[src/rtl/env_scan_feeder.sv]
// Raster-order producer for the environment neighbourhood shift-cache: reads one
// location per step, pulses newLocClock per shift and tracks the centred location.
module env_scan_feeder #(
    parameter int PIXELS_X    = 640,
    parameter int PIXELS_Y    = 480,
    parameter int SIGNAL_bits = 6,
    parameter int X_bits      = 10,
    parameter int Y_bits      = 9,
    parameter int ADDR_bits   = 19
) (
    input  logic                   Clk,
    input  logic                   RESET_SIM,
    input  logic                   RUN,
    input  logic                   frame_start,
    output logic                   mem_rd,
    output logic [ADDR_bits-1:0]   mem_addr,
    input  logic                   mem_rvalid,
    input  logic [SIGNAL_bits-1:0] mem_rdata_signal,
    input  logic                   mem_rdata_sugar,
    output logic [SIGNAL_bits-1:0] viewSignal,
    output logic                   viewSugar,
    output logic                   newLocClock,
    output logic [X_bits-1:0]      writeLoc_X,
    output logic [Y_bits-1:0]      writeLoc_Y,
    output logic                   writeLoc_valid,
    output logic                   busy,
    output logic                   frame_done,
    output logic [2:0]             dbg_state
);

    localparam int CNT_bits = ADDR_bits + 1;
    localparam logic [CNT_bits-1:0] N_C     = CNT_bits'(PIXELS_X * PIXELS_Y);
    localparam logic [CNT_bits-1:0] LAG1_C  = CNT_bits'(PIXELS_X + 3);
    localparam logic [CNT_bits-1:0] TOTAL_C = CNT_bits'(PIXELS_X * PIXELS_Y + PIXELS_X + 2);
    localparam logic [X_bits-1:0]   X_MAX   = X_bits'(PIXELS_X - 1);
    localparam logic [Y_bits-1:0]   Y_MAX   = Y_bits'(PIXELS_Y - 1);

    typedef enum logic [2:0] {
        IDLE  = 3'd0,
        READ  = 3'd1,
        EMIT  = 3'd2,
        FLUSH = 3'd3,
        GAP   = 3'd4,
        DONE  = 3'd5
    } state_t;

    state_t              state;
    logic [X_bits-1:0]   rx;
    logic [Y_bits-1:0]   ry;
    logic [CNT_bits-1:0] rd_cnt;
    logic [CNT_bits-1:0] s;
    logic                flush_primed;

    logic [CNT_bits-1:0] s_inc;
    logic [X_bits-1:0]   wx_n;
    logic [Y_bits-1:0]   wy_n;
    logic                wv_n;

    // Memory handshake: mem_rd rises with a stable mem_addr and stays high until a
    // cycle with mem_rvalid=1, which both accepts the request and delivers the data.
    assign mem_addr  = ADDR_bits'(ry) * ADDR_bits'(PIXELS_X) + ADDR_bits'(rx);
    assign dbg_state = state;

    // Centre location after the next shift; it trails the read position by LAG shifts.
    always_comb begin
        s_inc = (s == TOTAL_C) ? s : s + 1'b1;
        wx_n  = writeLoc_X;
        wy_n  = writeLoc_Y;
        wv_n  = writeLoc_valid;
        if (s_inc == LAG1_C) begin
            wx_n = '0;
            wy_n = '0;
            wv_n = 1'b1;
        end else if (s_inc > LAG1_C) begin
            wv_n = 1'b1;
            if (writeLoc_X == X_MAX) begin
                wx_n = '0;
                if (writeLoc_Y != Y_MAX) wy_n = writeLoc_Y + 1'b1;
            end else begin
                wx_n = writeLoc_X + 1'b1;
            end
        end
    end

    always_ff @(posedge Clk or posedge RESET_SIM) begin
        if (RESET_SIM) begin
            state          <= IDLE;
            rx             <= '0;
            ry             <= '0;
            rd_cnt         <= '0;
            s              <= '0;
            flush_primed   <= 1'b0;
            mem_rd         <= 1'b0;
            viewSignal     <= '0;
            viewSugar      <= 1'b0;
            newLocClock    <= 1'b0;
            writeLoc_X     <= '0;
            writeLoc_Y     <= '0;
            writeLoc_valid <= 1'b0;
            busy           <= 1'b0;
            frame_done     <= 1'b0;
        end else begin
            newLocClock <= 1'b0;
            frame_done  <= 1'b0;
            case (state)
                IDLE: begin
                    if (frame_start && RUN) begin
                        rx           <= '0;
                        ry           <= '0;
                        rd_cnt       <= '0;
                        s            <= '0;
                        flush_primed <= 1'b0;
                        busy         <= 1'b1;
                        mem_rd       <= 1'b1;
                        state        <= READ;
                    end
                end
                READ: begin
                    // A pending read is allowed to complete even while paused.
                    if (mem_rvalid) begin
                        viewSignal <= mem_rdata_signal;
                        viewSugar  <= mem_rdata_sugar;
                        mem_rd     <= 1'b0;
                        if (rd_cnt != N_C) rd_cnt <= rd_cnt + 1'b1;
                        if (rx == X_MAX) begin
                            rx <= '0;
                            if (ry != Y_MAX) ry <= ry + 1'b1;
                        end else begin
                            rx <= rx + 1'b1;
                        end
                        state <= EMIT;
                    end
                end
                EMIT: begin
                    if (RUN) begin
                        newLocClock    <= 1'b1;
                        s              <= s_inc;
                        writeLoc_X     <= wx_n;
                        writeLoc_Y     <= wy_n;
                        writeLoc_valid <= wv_n;
                        if (rd_cnt < N_C) begin
                            mem_rd <= 1'b1;
                            state  <= READ;
                        end else begin
                            state <= FLUSH;
                        end
                    end
                end
                FLUSH: begin
                    // First visit only zeroes the data; the last real pulse is still high.
                    if (!flush_primed) begin
                        viewSignal   <= '0;
                        viewSugar    <= 1'b0;
                        flush_primed <= 1'b1;
                    end else if (RUN) begin
                        newLocClock    <= 1'b1;
                        s              <= s_inc;
                        writeLoc_X     <= wx_n;
                        writeLoc_Y     <= wy_n;
                        writeLoc_valid <= wv_n;
                        state          <= GAP;
                    end
                end
                GAP: begin
                    if (s == TOTAL_C) begin
                        frame_done     <= 1'b1;
                        busy           <= 1'b0;
                        writeLoc_valid <= 1'b0;
                        state          <= DONE;
                    end else begin
                        state <= FLUSH;
                    end
                end
                DONE: begin
                    state <= IDLE;
                end
                default: begin
                    state <= IDLE;
                end
            endcase
        end
    end

endmodule

[config.mk]
export PLATFORM = sky130hd
export DESIGN_NAME = env_scan_feeder
export DESIGN_NICKNAME = d
export VERILOG_FILES = /design/src/rtl/env_scan_feeder.sv
export SDC_FILE = /design/constraint.sdc
export NUM_CORES = 1
export LEC_CHECK = 0
export ABC_AREA = 1
export CAP_MARGIN = 5
export CORE_MARGIN = 2
export CORE_UTILIZATION = 55
export CTS_BUF_LIST = sky130_fd_sc_hd__clkbuf_16
export CTS_CLUSTER_DIAMETER = 150
export DETAILED_ROUTE_END_ITERATION = 6
export PLACE_DENSITY = 0.77
export REMOVE_ABC_BUFFERS = 1
export SLEW_MARGIN = 15
export SYNTH_ARGS = -nofsm -noshare
export SYNTH_HDL_FRONTEND = slang
export SYNTH_SLANG_ARGS = --single-unit
[constraint.sdc]
create_clock -name Clk -period 5.15 [get_ports Clk]
set_input_delay 1.03 -clock Clk [delete_from_list [all_inputs] [get_ports Clk]]
set_output_delay 1.03 -clock Clk [all_outputs]
set_load 0.005 [all_outputs]
==> results by group, run 1 <==
Power
  • Flop pwr share: around 37%
  • Clock Power Share: approximately 27%
  • NetSw: approximately 960 uW
  • Sw frac: between 30% and 40%
  • Internal: 1500 uW
  • PwrDens: approximately 330 mW/mm2
  • Gate power share: a little over a third
  • Leak: 0.00334 uW
  • Worst vdd ir: about 0.00027 V

Worst setup path
  • Worst R2R Start: dbg_state[0]
  • Critical path cell sequence: ha_1 > ha_1 > fa_1 > a21o_1 > a21oi_1 > xor2_1 > nand2_1 > nor3_1 > xor2_1 > clkdlybuf4s50_1
  • Buf+Inv Stages, Crit Path: 1
  • Critical Path AT: 3.40 ns
  • CP max FO: 6
  • Delay-heaviest family, CP: adder cells
  • R2r worst-path depth: 13
  • CP Data Required Time: a little over 4 ns
  • Critical path class: reg -> out
  • Reg2reg setup slack: ~2.3 ns
  • CP peak stage delay: just over 0.5 ns
  • CP startpoint kind: register
  • Crit path capture type: output port
  • RR Endpoint: rd_cnt[7]
  • CP max stage cell: clkdlybuf4s50_1
  • Crit path from: ry[3]
  • WP depth: 10
  • Setup crit end: mem_addr[17]

Yosys
  • Most common flop cell mapped by yosys: dfrtp_1
  • Commonest cells post-synth: nand2_1 (188), inv_1 (117), dfrtp_1 (94), nor2_1 (81), nand3_1 (52)
  • Sequential area share after synthesis: around 37%
  • Largest family of logic cells by synthesized area: simple AND/OR/NAND/NOR gates
  • Synth Area in Simple Gates: a little under a third
  • Count of different cell masters after synthesis: between 40 and 50
  • Cell count after synthesis: ~860
  • Flop and latch count out of synthesis: 94
  • Count leader, synth: nand2_1
  • Mux share of post-synthesis cell area: 0%
  • Xor and xnor fraction of the mapped netlist area: ~5.0%
  • Adder-cell share of the synthesized area: approximately 5.5%
  • Yosys warning count: 0
  • Synth area leader: dfrtp_1
  • Post-synth top area share: a little over a third
  • Cell Area, Synth: about 0.0064 mm2
  • Syn Area/Cell: around 7.5 um2
  • Top post-synthesis cells by area: dfrtp_1 (37%), nand2_1 (11%), inv_1 (6.8%)
  • Complex-gate fraction of the synthesized area: a little under an eighth
  • Async set or reset register ratio after synthesis: 100%
  • EDFF count, synth: 0

Drt
  • DRT Wirelength: between 10000 and 15000 um
  • Residual DRC count: 0
  • DR pass1 iterations: 5
  • Via count: a little under 6000
  • WL per Instance: 13.7 um
  • Post-route ant nets: 0
  • Initial DRC count: 311
  • Vias/cell: around 5.5

STA
  • WHS: 0.506 ns
  • RSZ-0062 raised after global routing: false
  • Slew Limit Fails: 0
  • FMAX: 226 MHz
  • Final setup TNS: 0 ns
  • Min Tclk post-route: ~4.4 ns
  • Final clock period utilization by the worst path: 86.0%
  • Final Setup Violations: 0
  • Final hold vios: 0
  • Slew HR: 43.3%
  • Slew of the pin with the lowest slew margin: roughly 0.85 ns
  • Worst Skew: between 0.007 and 0.008 ns

GRT
  • Initial antenna violation count: 0
  • Global-route wire length before repair: around 25000 um
  • Global route overflow: 0
  • Total GRT Usage: between 20% and 30%
  • Vias in the first global route: between 5000 and 6000
  • Largest net degree at the start of global routing: 71

Final layout
  • Fillers: 1025
  • Area of the multi-input gates: 0.00348 mm2
  • Area Overhead vs Synth: 15.6%
  • Share of layout cells above drive strength 1: 7.57%
  • Reg area: ~0.0024 mm2
  • Nets@finish: about 960
  • N_diodes: 0

Clocking
  • Number of CTS-inserted buffers: 9
  • PostCTS Resize Cnt: 0
  • Clock Latency Late Sink: between 0.3 and 0.4 ns
  • Reg clk slew, reported paths: 0.07 ns
  • Clk sinks: 94
  • # Post-CTS Setup Buffers: 0
  • CTS Hold Buffers Added: 0
  • Clock Path Buffers: 2
  • TritonCTS clock tree: built
  • Root Buffer: clkbuf_16
  • H-tree levels: 3

Die
  • Die Y: 112 um
  • Die ar.: 0.0126 mm2
  • Core Area: about 0.011 mm2
  • Initial core utilization: approximately 56%
  • FP Rows: 39
  • Top Ports: 65
  • Die width: roughly 110 um

Hold path
  • Min-delay worst type: reg -> reg

Placed design
  • Post-DP HPWL: ~11000 um
  • Final GP Congestion: roughly 0.93
  • PortBufs: 64

Run
  • Max Cap Viol: 0

Status
  • Status: finished, final reports clean
## worst min-delay path, cell delays in order, from the launching register on
cell     delay [ns]
dfrtp_1        0.36
nand2_1        0.05
o21ai_0        0.06
## state kept, by name, summed over array words and instances, names as in the netlist
signal / cells
frame_done: 1
viewSignal: 6
flush_primed: 1
newLocClock: 1
writeLoc_valid: 1
mem_rd: 1
rd_cnt: 20
rx: 10
s: 20
busy: 1
ry: 9
writeLoc_X: 10
viewSugar: 1
writeLoc_Y: 9
dbg_state: 3
## logic make-up after synthesis
family,after synthesis
compound gates,130
xor+xnor,37
fa+ha+maj,27
flops,94
simple gates,427
buf+inv,148
## metrics by stage
stage,worst slack (ns),utilization (%),total power [uW],instance area (um2),std cells
after global routing,0.442,65.2,2620,7440,1068
final,0.720,65.2,2460,7440,1068
after floorplan,1.67,-,1430,6310,843
after global placement,1.12,62.6,1790,7150,1052
after CTS,0.692,65.2,2480,7440,1068
after detailed placement,1.06,62.6,1800,7150,1052
## worst min path at each step
stage	cells past startpoint	end	slack, ns	startpoint
floorplan	2	rd_cnt[18]	0.47	rd_cnt[18]
global placement	2	mem_rd	0.47	mem_rd
detailed placement	2	mem_rd	0.49	mem_rd
CTS	2	mem_rd	0.51	mem_rd
global route	2	writeLoc_X[9]	0.56	writeLoc_X[9]
finish	2	mem_rd	0.51	mem_rd
## power by group through the flow
stage | Clock [uW] | Combinational, uW | Sequential, uW
final | 670 | 889 | 905
after floorplan | 0 | 524 | 907
after global routing | 710 | 997 | 917
after global placement | 0 | 873 | 914
after CTS | 677 | 893 | 905
after detailed placement | 0 | 885 | 917
## cell usage in the layout (no fill, tap or decap), drive strengths merged
cell / count
fa: 2
or2: 4
inv: 127
xor2: 29
a221oi: 1
a21boi: 1
clkinvlp: 1
and2: 1
o21ai: 57
clkdlybuf4s50: 64
dfrtp: 94
a21oi: 35
clkbuf: 9
a211oi: 1
xnor2: 8
nand2: 199
a31oi: 2
nor2: 94
o21bai: 1
nor3b: 2
nand3: 56
nor3: 21
a21o: 2
o211ai: 1
a31o: 1
nor4: 12
buf: 2
ha: 25
o22ai: 20
clkinv: 6
nand4: 38
o31ai: 8
bufinv: 1
## layer usage
metal / vias up / track usage, % / share of wire, %
met4: 0 / 8.94 / 2.0
met3: 25 / 3.24 / 5.1
met1: 2720 / 33.5 / 46
li1: 2976 / - / -
met2: 162 / 39.4 / 47
met5: - / 0 / 0
## cell type report
type	count	area share (%)
sequential	94	31.6
clock buffer	9	3.03
inverter	128	6.49
clock inverter	7	0.908
tap	143	2.40
multi-input combinational	621	46.7
timing repair buffer	66	8.81
Note: power is estimated with default switching activity, not from simulation.
==> inputs of run 2 (changes only) <==
- HOLD_SLACK_MARGIN: not set -> 0.12
- SETUP_SLACK_MARGIN: not set -> 0.4
==> results of run 2 <==
Same layout as run 1: the final DEF is identical, and so are final timing and power.
==> inputs of run 3 (changes only) <==
- clock period: 5.15 -> 5.5 ns (I/O delays scaled with it)
==> run 3 against run 2 <==
Register-to-register slack better by 0.35 ns. First-iteration DRC count up 13%. Via count fell by 0.73%. Critical endpoint unchanged.
==> results by group, run 3 (synthesized netlist as in run 1, its figures left out) <==
Placed design
  • Placed insts: 1052
  • Post-DP HPWL: around 11000 um
  • PortBufs: 64
  • Pre-CTS setup slack: about 1.3 ns
  • Final GP Congestion: 0.923
  • Placed inst area: approximately 0.0071 mm2

Clocking
  • Reg clk slew, reported paths: around 0.07 ns
  • Clock Latency Late Sink: 0.36 ns
  • Clock Path Buffers: 2
  • H-tree levels: 3
  • # Post-CTS Setup Buffers: 0
  • Root Buffer: clkbuf_16
  • Clk sinks: 94
  • CTS Hold Buffers Added: 0
  • Number of CTS-inserted buffers: 9
  • TritonCTS clock tree: built
  • PostCTS Resize Cnt: 0

GRT
  • Global-route wire length before repair: between 20000 and 25000 um
  • Total GRT Usage: about a quarter
  • Global route overflow: 0
  • Initial antenna violation count: 0
  • Vias in the first global route: 5411
  • Largest net degree at the start of global routing: 71

STA
  • Final Setup Violations: 0
  • Slew HR: 42.5%
  • Final setup TNS: 0 ns
  • Final worst setup slack: ~0.94 ns
  • FMAX: approximately 220 MHz
  • WHS: approximately 0.50 ns
  • Final clock period utilization by the worst path: 82.9%
  • Slew Limit Fails: 0
  • Worst Skew: ~0.0067 ns
  • RSZ-0062 raised after global routing: false
  • Min Tclk post-route: approximately 4.6 ns
  • Final hold vios: 0
  • Slew of the pin with the lowest slew margin: between 0.8 and 0.9 ns

Worst setup path
  • CP max FO: 5
  • CP startpoint kind: register
  • CP Data Required Time: roughly 4.4 ns
  • Critical path class: reg -> out
  • Crit path capture type: output port
  • Critical Path AT: ~3.5 ns

Run
  • Max Cap Viol: 0

Drt
  • Vias/cell: about 5.5
  • Via count: between 5000 and 6000
  • DRT Wirelength: roughly 15000 um
  • Post-route ant nets: 0
  • Met3 wire length: ~630 um
  • DR pass1 iterations: 6
  • WL per Instance: roughly 14 um
  • Residual DRC count: 0
  • M1 WL: 6850 um
  • Uppermost layer routed: met4
  • DR WL met2: about 7000 um
  • Initial DRC count: between 300 and 400

Final layout
  • Most common cell after layout, fill and taps aside: nand2_1
  • Area Overhead vs Synth: 15.2%
  • Top flop regs: rd_cnt: 20 flops, s: 20 flops
  • Design area: between 0.007 and 0.008 mm2
  • N_diodes: 0
  • Final Instance Count excl. Fillers: 1068
  • Share of layout cells above drive strength 1: 7.46%
  • Nets@finish: approximately 960
  • Commonest cells after routing, fill and taps aside: nand2_1 (188), inv_1 (116), dfrtp_1 (94)

Die
  • Top Ports: 65
  • Die width: approximately 110 um
  • Die Y: ~110 um
  • Core Area: around 0.011 mm2
  • Die ar.: 0.0126 mm2
  • Initial core utilization: between 50 and 60%
  • FP Rows: 39

Status
  • Status: finished, final reports clean

Hold path
  • Min-delay worst type: reg -> reg

Power
  • Worst vdd ir: a little over 0.0002 V
  • Leak: around 0.0033 uW
  • PwrDens: just over 300 mW/mm2
run 3: metal layers:
| layer | track usage (%) | vias to the layer above |
|---|---|---|
| met2 | 39.6 | 149 |
| met5 | 0 | - |
| met3 | 3.08 | 21 |
| met4 | 9.43 | 0 |
| li1 | - | 2971 |
| met1 | 32.6 | 2699 |
run 3: final cells by class:
cell class	instances	area, um2
clock buffer	9	225
fill	1001	4000
sequential	94	2350
timing repair buffer	66	656
inverter	128	483
multi-input combinational	621	3480
tap	143	179
clock inverter	7	41.3
run 3: worst paths after layout:
path	from	to	slack [ns]	cells past startpoint
max	ry[1]	mem_addr[17]	0.94	10
min	mem_rd	mem_rd	0.50	2
max reg2reg	dbg_state[0]	rd_cnt[7]	2.64	13
min reg2reg	mem_rd	mem_rd	0.50	2
max in group asynchronous	RESET_SIM	flush_primed	3.34	3
min in group asynchronous	RESET_SIM	rx[5]	1.29	2
run 3: metrics by stage:
step,utilization (%),power [uW]
final,64.9,2270
after global routing,64.9,2410
after CTS,64.9,2270
after detailed placement,62.6,1690
after global placement,62.6,1670
after floorplan,-,1340
run 3: critical path: stages (launching register included):
cell             delay (ns)
dfrtp_1                0.42
ha_1                   0.31
ha_1                   0.23
fa_1                   0.40
a21o_1                 0.20
a21oi_1                0.19
xor2_1                 0.27
nand2_1                0.12
nor3_1                 0.26
xor2_1                 0.17
clkdlybuf4s50_1        0.51
run 3: power breakdown:
group / switching [uW] / total, uW / internal (uW)
Clock: 284 / 587 / 303
Sequential: 73.7 / 848 / 775
Combinational: 553 / 833 / 280
Total: 911 / 2270 / 1360
